<file path="src/rtl/if_fetch_stage_if.sv">
// Instruction-memory request/response bus between the fetch stage (master)
// and the instruction memory (slave): one outstanding request at a time.
interface if_fetch_stage_if;
    logic        imem_req;
    logic [31:0] imem_addr;
    logic        imem_valid;
    logic [31:0] imem_rdata;

    modport master (
        output imem_req,
        output imem_addr,
        input  imem_valid,
        input  imem_rdata
    );

    modport slave (
        input  imem_req,
        input  imem_addr,
        output imem_valid,
        output imem_rdata
    );
endinterface

</file>
<file path="src/rtl/if_fetch_stage.sv">
// Instruction-fetch stage: owns the PC, issues one-outstanding imem requests and
// redirects on branches. Define IF_FETCH_BYPASS_EN for the imem_rdata -> output bypass.
//
// state   | meaning
// --------+-----------------------------------------------------------------
// S_IDLE  | after reset, no request outstanding
// S_FETCH | request to pc_reg_q outstanding
// S_HOLD  | fetched word buffered and presented, waiting for the pipeline
// S_DRAIN | stale request to drain_addr_q outstanding, response will be dropped
module if_fetch_stage #(
    parameter logic [31:0] RESET_PC = 32'h0000_0000
) (
    input  logic                   clk,
    input  logic                   rst,
    input  logic                   freeze,
    input  logic                   ready,
    input  logic                   branch_taken,
    input  logic [31:0]            branch_addr,
    if_fetch_stage_if.master       imem,
    output logic [31:0]            pc,
    output logic [31:0]            instruction,
    output logic                   fetch_valid
);

    typedef enum logic [1:0] {
        S_IDLE  = 2'd0,
        S_FETCH = 2'd1,
        S_HOLD  = 2'd2,
        S_DRAIN = 2'd3
    } state_t;

    state_t      state_q;
    logic [31:0] pc_reg_q;
    logic [31:0] buf_q;
    logic [31:0] buf_pc_q;
    logic [31:0] drain_addr_q;

    logic        adv;
    logic        br;
    logic [31:0] br_target;
    logic [31:0] pc_next_seq;

    assign adv         = ~freeze & ready;
    assign br          = branch_taken & ready;
    assign br_target   = {branch_addr[31:2], 2'b00};
    assign pc_next_seq = pc_reg_q + 32'd4;

    always_ff @(posedge clk or negedge rst) begin
        if (!rst) begin
            state_q      <= S_IDLE;
            pc_reg_q     <= {RESET_PC[31:2], 2'b00};
            buf_q        <= '0;
            buf_pc_q     <= '0;
            drain_addr_q <= '0;
        end else begin
            case (state_q)
                S_IDLE: begin
                    if (br) begin
                        pc_reg_q <= br_target;
                    end
                    state_q <= S_FETCH;
                end
                S_FETCH: begin
                    if (br) begin
                        pc_reg_q <= br_target;
                        // A request still in flight must be completed before
                        // the redirected one can be issued.
                        if (imem.imem_valid) begin
                            state_q <= S_FETCH;
                        end else begin
                            drain_addr_q <= pc_reg_q;
                            state_q      <= S_DRAIN;
                        end
                    end else if (imem.imem_valid) begin
`ifdef IF_FETCH_BYPASS_EN
                        if (adv) begin
                            pc_reg_q <= pc_next_seq;
                            state_q  <= S_FETCH;
                        end else begin
                            buf_q    <= imem.imem_rdata;
                            buf_pc_q <= pc_next_seq;
                            state_q  <= S_HOLD;
                        end
`else
                        buf_q    <= imem.imem_rdata;
                        buf_pc_q <= pc_next_seq;
                        state_q  <= S_HOLD;
`endif
                    end
                end
                S_HOLD: begin
                    if (br) begin
                        pc_reg_q <= br_target;
                        state_q  <= S_FETCH;
                    end else if (adv) begin
                        pc_reg_q <= pc_next_seq;
                        state_q  <= S_FETCH;
                    end
                end
                S_DRAIN: begin
                    if (br) begin
                        pc_reg_q <= br_target;
                    end
                    if (imem.imem_valid) begin
                        state_q <= S_FETCH;
                    end
                end
                default: begin
                    state_q <= S_IDLE;
                end
            endcase
        end
    end

    // Bubble outputs are all-zero so they match the IF/ID flush value.
    always_comb begin
        imem.imem_req  = 1'b0;
        imem.imem_addr = '0;
        fetch_valid    = 1'b0;
        pc             = '0;
        instruction    = '0;
        case (state_q)
            S_FETCH: begin
                imem.imem_req  = 1'b1;
                imem.imem_addr = pc_reg_q;
`ifdef IF_FETCH_BYPASS_EN
                if (imem.imem_valid && !br) begin
                    fetch_valid = 1'b1;
                    pc          = pc_next_seq;
                    instruction = imem.imem_rdata;
                end
`endif
            end
            S_HOLD: begin
                fetch_valid = 1'b1;
                pc          = buf_pc_q;
                instruction = buf_q;
            end
            S_DRAIN: begin
                imem.imem_req  = 1'b1;
                imem.imem_addr = drain_addr_q;
            end
            default: begin
                imem.imem_req = 1'b0;
            end
        endcase
    end

endmodule

</file>
<file path="src/flat_wrapper.sv">
// flat-port wrapper written by rule: the top's interface ports become plain ports
module if_fetch_stage_flat 
#(
    parameter logic [31:0] RESET_PC = 32'h0000_0000
)
  (clk, rst, freeze, ready, branch_taken, branch_addr, pc, instruction, fetch_valid, imem_imem_req, imem_imem_addr, imem_imem_valid, imem_imem_rdata);
  if_fetch_stage_if imem_i ();
  input  logic clk;
  input  logic rst;
  input  logic freeze;
  input  logic ready;
  input  logic branch_taken;
  input  logic [31:0] branch_addr;
  output logic [31:0] pc;
  output logic [31:0] instruction;
  output logic fetch_valid;
  output wire logic [$bits(imem_i.imem_req)-1:0] imem_imem_req;
  output wire logic [$bits(imem_i.imem_addr)-1:0] imem_imem_addr;
  input wire logic [$bits(imem_i.imem_valid)-1:0] imem_imem_valid;
  input wire logic [$bits(imem_i.imem_rdata)-1:0] imem_imem_rdata;
  assign imem_imem_req = imem_i.imem_req;
  assign imem_imem_addr = imem_i.imem_addr;
  assign imem_i.imem_valid = imem_imem_valid;
  assign imem_i.imem_rdata = imem_imem_rdata;
  if_fetch_stage #(.RESET_PC(RESET_PC)) u_core (.clk(clk), .rst(rst), .freeze(freeze), .ready(ready), .branch_taken(branch_taken), .branch_addr(branch_addr), .imem(imem_i), .pc(pc), .instruction(instruction), .fetch_valid(fetch_valid));
endmodule
</file>
<file path="config.mk">
export PLATFORM = sky130hd
export DESIGN_NAME = if_fetch_stage_flat
export DESIGN_NICKNAME = d
export VERILOG_FILES = /design/src/rtl/if_fetch_stage_if.sv /design/src/rtl/if_fetch_stage.sv /design/src/flat_wrapper.sv
export SDC_FILE = /design/constraint.sdc
export NUM_CORES = 1
export LEC_CHECK = 0
export CAP_MARGIN = 20
export CORE_UTILIZATION = 35
export CTS_CLUSTER_SIZE = 14
export DETAILED_ROUTE_END_ITERATION = 6
export GPL_ROUTABILITY_DRIVEN = 0
export PLACE_DENSITY = 0.64
export SETUP_SLACK_MARGIN = 0.4
export SLEW_MARGIN = 20
export SYNTH_ARGS = -nofsm -noshare
export SYNTH_HDL_FRONTEND = slang
export SYNTH_SLANG_ARGS = --single-unit
</file>
<file path="constraint.sdc">
create_clock -name clk -period 1.98 [get_ports clk]
set_input_delay 0.297 -clock clk [delete_from_list [all_inputs] [get_ports clk]]
set_output_delay 0.297 -clock clk [all_outputs]
set_load 0.02 [all_outputs]
</file>
==> impl_results.md <==
* Layout Cells excl Fill at 1225
* Wire per inst at 16.8 µm
* Worst Clk Skew at 0.00524 ns
* DRC errors left at 0
* 1st-iter DRT viols at 367
* Post-synthesis instance total at 730
* Total chip power at 13.1 mW
* Routed WL at 20600 µm
* Initial antenna violation count at 0
* Avg Cell Area, Syn at 9.27 µm²
* Pre-antenna DRT Iters at 4
* R2r setup slk at 0.04 ns
* Measured slew at the worst slew-check pin at 0.509 ns
* Layout cells sized above 1 at 39.0%
* Min-Delay Path Class: input port to asynchronous set/reset pin
* CP Data Required Time at 1.68 ns
* Num ports at 168
* Placed Cells at 1141
* Hold slack final at 0.281 ns
* Slowest-stage cell, CP: dfrtp_2
* Critical path, cell by cell: buf_4 -> clkbuf_16 -> buf_4 -> mux2i_1 -> nor2b_1 -> buf_4
* Fmax at 0.503 GHz
* Total number of vias at 5790
* Crit. End Element: primary output
* Final hold violations at 0
* Final core occ at 55.9%
* Longest Clk Path Bufs at 2
* Max H-tree Level at 4
* Die Span Y at 141 µm
* Die ar. at 19900 µm²
* M3 GR Usage at 5.03%
* Crit path time final at 1.99 ns
* Clk pin slew, worst setup/hold paths at 0.06 ns
* Num CTS Buffers at 17
* Critical path class: register to primary output
* GR Layer Usage met1 at 26.2%
* Distinct cells, synth at 44
* Maxcap violations at 0
* #FFs+latches synth at 124
* Failing checks: setup timing
* Largest net degree at the start of global routing at 61
* Static Leak at 4.68 nW
* IO buf count at 161
* Crit share post-route at 100%
* Sink Count at 124
* Fin nets at 1025
* R2R cell count at 7
* Most crowded layer after global routing: met2
* Worst slew margin relative to its limit at 66.1%
* Tot GR Track Use at 19.6%
* Vias in the first global route at 5658
* Final setup vio count at 1
* ANT cells at 0
* Initial Utilization at 35.9%
* Row count at 50
* Final Max Slew Viols at 0
* Final HPWL DP at 12800 µm
* Via-to-Cell Ratio at 4.73
* Die width at 141 µm
* Clk_lat worst skew at 0.42 ns
* Cell Pwr Density at 1240 nW/µm²
* Area growth syn-to-layout at 55.6%
* First-pass GRT wire length at 30100 µm
* Final setup margin at -0.00785 ns
* Crit-path max cell delay at 0.45 ns
* Reg2reg start: u_core.state_q[0]
* Crit. Startpoint: u_core.state_q[1]
* Setup crit end: imem_imem_addr[7]
* Met2 Track Usage GR at 31.1%
* Crit-path max FO at 7
* GRT Residual Overflow at 0
* Warnings from Yosys at 0
* Post-route ant nets at 0
* Crit path launch type: register
* CTS Root Buffer Type: clkbuf_16
* Post-synthesis cell area at 6760 µm²
* Worst endpoint data arrival time at 1.69 ns
* VDD IR-drop max at 0.000675 V
* Seq/Total Area, Yosys at 45.9%
* Unrepaired setup endpoints after global routing: true
* Area of the core at 18800 µm²
* Reg2reg end: u_core.pc_reg_q[10]
* Status: finished with violations
* TritonCTS clock tree: yes
* CP most frequent cell: buf_4
-- critical path, delay by kind of cell (launching register included) --
kind	cells	cell delay (ns)
multiplexers	1	0.11
buffers and inverters	4	0.60
AND/OR/NAND/NOR	1	0.12
flip-flops	1	0.45
-- worst min-delay path by stage --
stage               startpoint  slack (ns)  cells after the start                   to
global route               rst        0.29                      2     u_core.buf_q[23]
detailed placement         rst        0.17                      1     u_core.buf_q[25]
floorplan                  rst       0.001                      0  u_core.buf_pc_q[10]
CTS                        rst        0.28                      2     u_core.buf_q[25]
global placement           rst        0.16                      1     u_core.buf_q[25]
finish                     rst        0.28                      2     u_core.buf_q[25]
-- layout by cell type, fill, tap and decap left out, types with 8 or more instances in the layout --
cell type	Yosys	final
and2_1	66	18
and2_4	0	45
buf_12	0	11
buf_4	11	99
buf_6	4	75
clkbuf_16	0	25
clkdlybuf4s50_1	0	66
dfrtp_1	124	116
dfrtp_2	0	8
mux2_2	27	27
mux2i_1	30	20
nand2_1	173	172
nand4_1	8	8
nor2_1	17	14
nor2b_1	31	29
nor3_2	4	15
o21ai_0	41	35
o21ai_1	20	26
xnor2_1	50	49
xor2_1	8	8
-- area by class of cell --
class	instances	area (µm²)
clock buffer	22	474
clock inverter	8	92.6
fill	1672	8300
inverter	3	11.3
multi-input combinational	541	3740
sequential	124	3110
tap	260	325
timing repair buffer	267	2770
-- per-layer routing --
metal | up-vias | part of all wire, %
li1 | 2825 | -
met1 | 2771 | 46
met2 | 172 | 47
met3 | 22 | 5.0
met4 | 0 | 1.5
met5 | - | 0
-- cell families after synthesis --
logic type | synth area share, %
multiplexers | 8.93
flip-flops | 45.9
adder cells (fa/ha/maj) | 0.185
AND/OR/NAND/NOR | 27.1
other | 0.0554
buffers and inverters | 5.35
AO/OA/AOI/OAI | 5.01
XOR/XNOR | 7.51
-- what timing repair did --
| item | CTS | global route |
|---|---|---|
| gates cloned | 1 | 14 |
| resized for setup | 458 | 194 |
| endpoints found under the setup margin | 212 | 213 |
| buffers inserted | 7 | 31 |
| pin swaps | 4 | 18 |
| endpoints found under the hold margin | 11 | 0 |
| hold buffers | 1 | 0 |
-- sequential cells by signal, summed over array words and instances (netlist names) --
signal,count
u_core.buf_q,32
u_core.drain_addr_q,30
u_core.buf_pc_q,30
u_core.state_q,2
u_core.pc_reg_q,30
-- Yosys cell counts (all sizes together) --
master  count  area [µm²]
o21ai      63         323
nand3      10        62.6
mux2       27         304
nor2b      31         194
a32o        1        10.0
nor3       19         115
a31oi       1        6.26
mux2i      30         300
and4        4        37.5
ha          1        12.5
xnor2      50         438
buf        34         220
xor2        8        70.1
nand3b      2        15.0
clkbuf     34         130
nor2       17        63.8
or3         1        6.26
nand4      11        96.3
nor3b       2        25.0
or2         1        6.26
inv         3        11.3
dfrtp     124        3100
and2       67         420
and3        2        12.5
conb        1        3.75
and4bb      1        12.5
nand2b      1        6.26
nand2     174         656
nor4       10         103
-- where the power goes --
| group | internal, mW | switching, mW | total [mW] |
|---|---|---|---|
| registers | 3.52 | 0.616 | 4.13 |
| clock network | 1.93 | 1.12 | 3.05 |
| logic | 3.14 | 2.79 | 5.93 |
-- metrics by stage --
| stage | instance area [µm²] | worst slack, ns | TNS [ns] |
|---|---|---|---|
| floorplan | 6900 | 0.347 | 0 |
| CTS | 9720 | -0.0583 | -0.484 |
| global route | 10500 | -0.0612 | -0.965 |
| finish | 10500 | -0.00785 | -0.00785 |
| global placement | 8990 | -0.0703 | -0.191 |
| detailed placement | 8990 | -0.112 | -0.634 |
(Power assumes the default switching activity.)
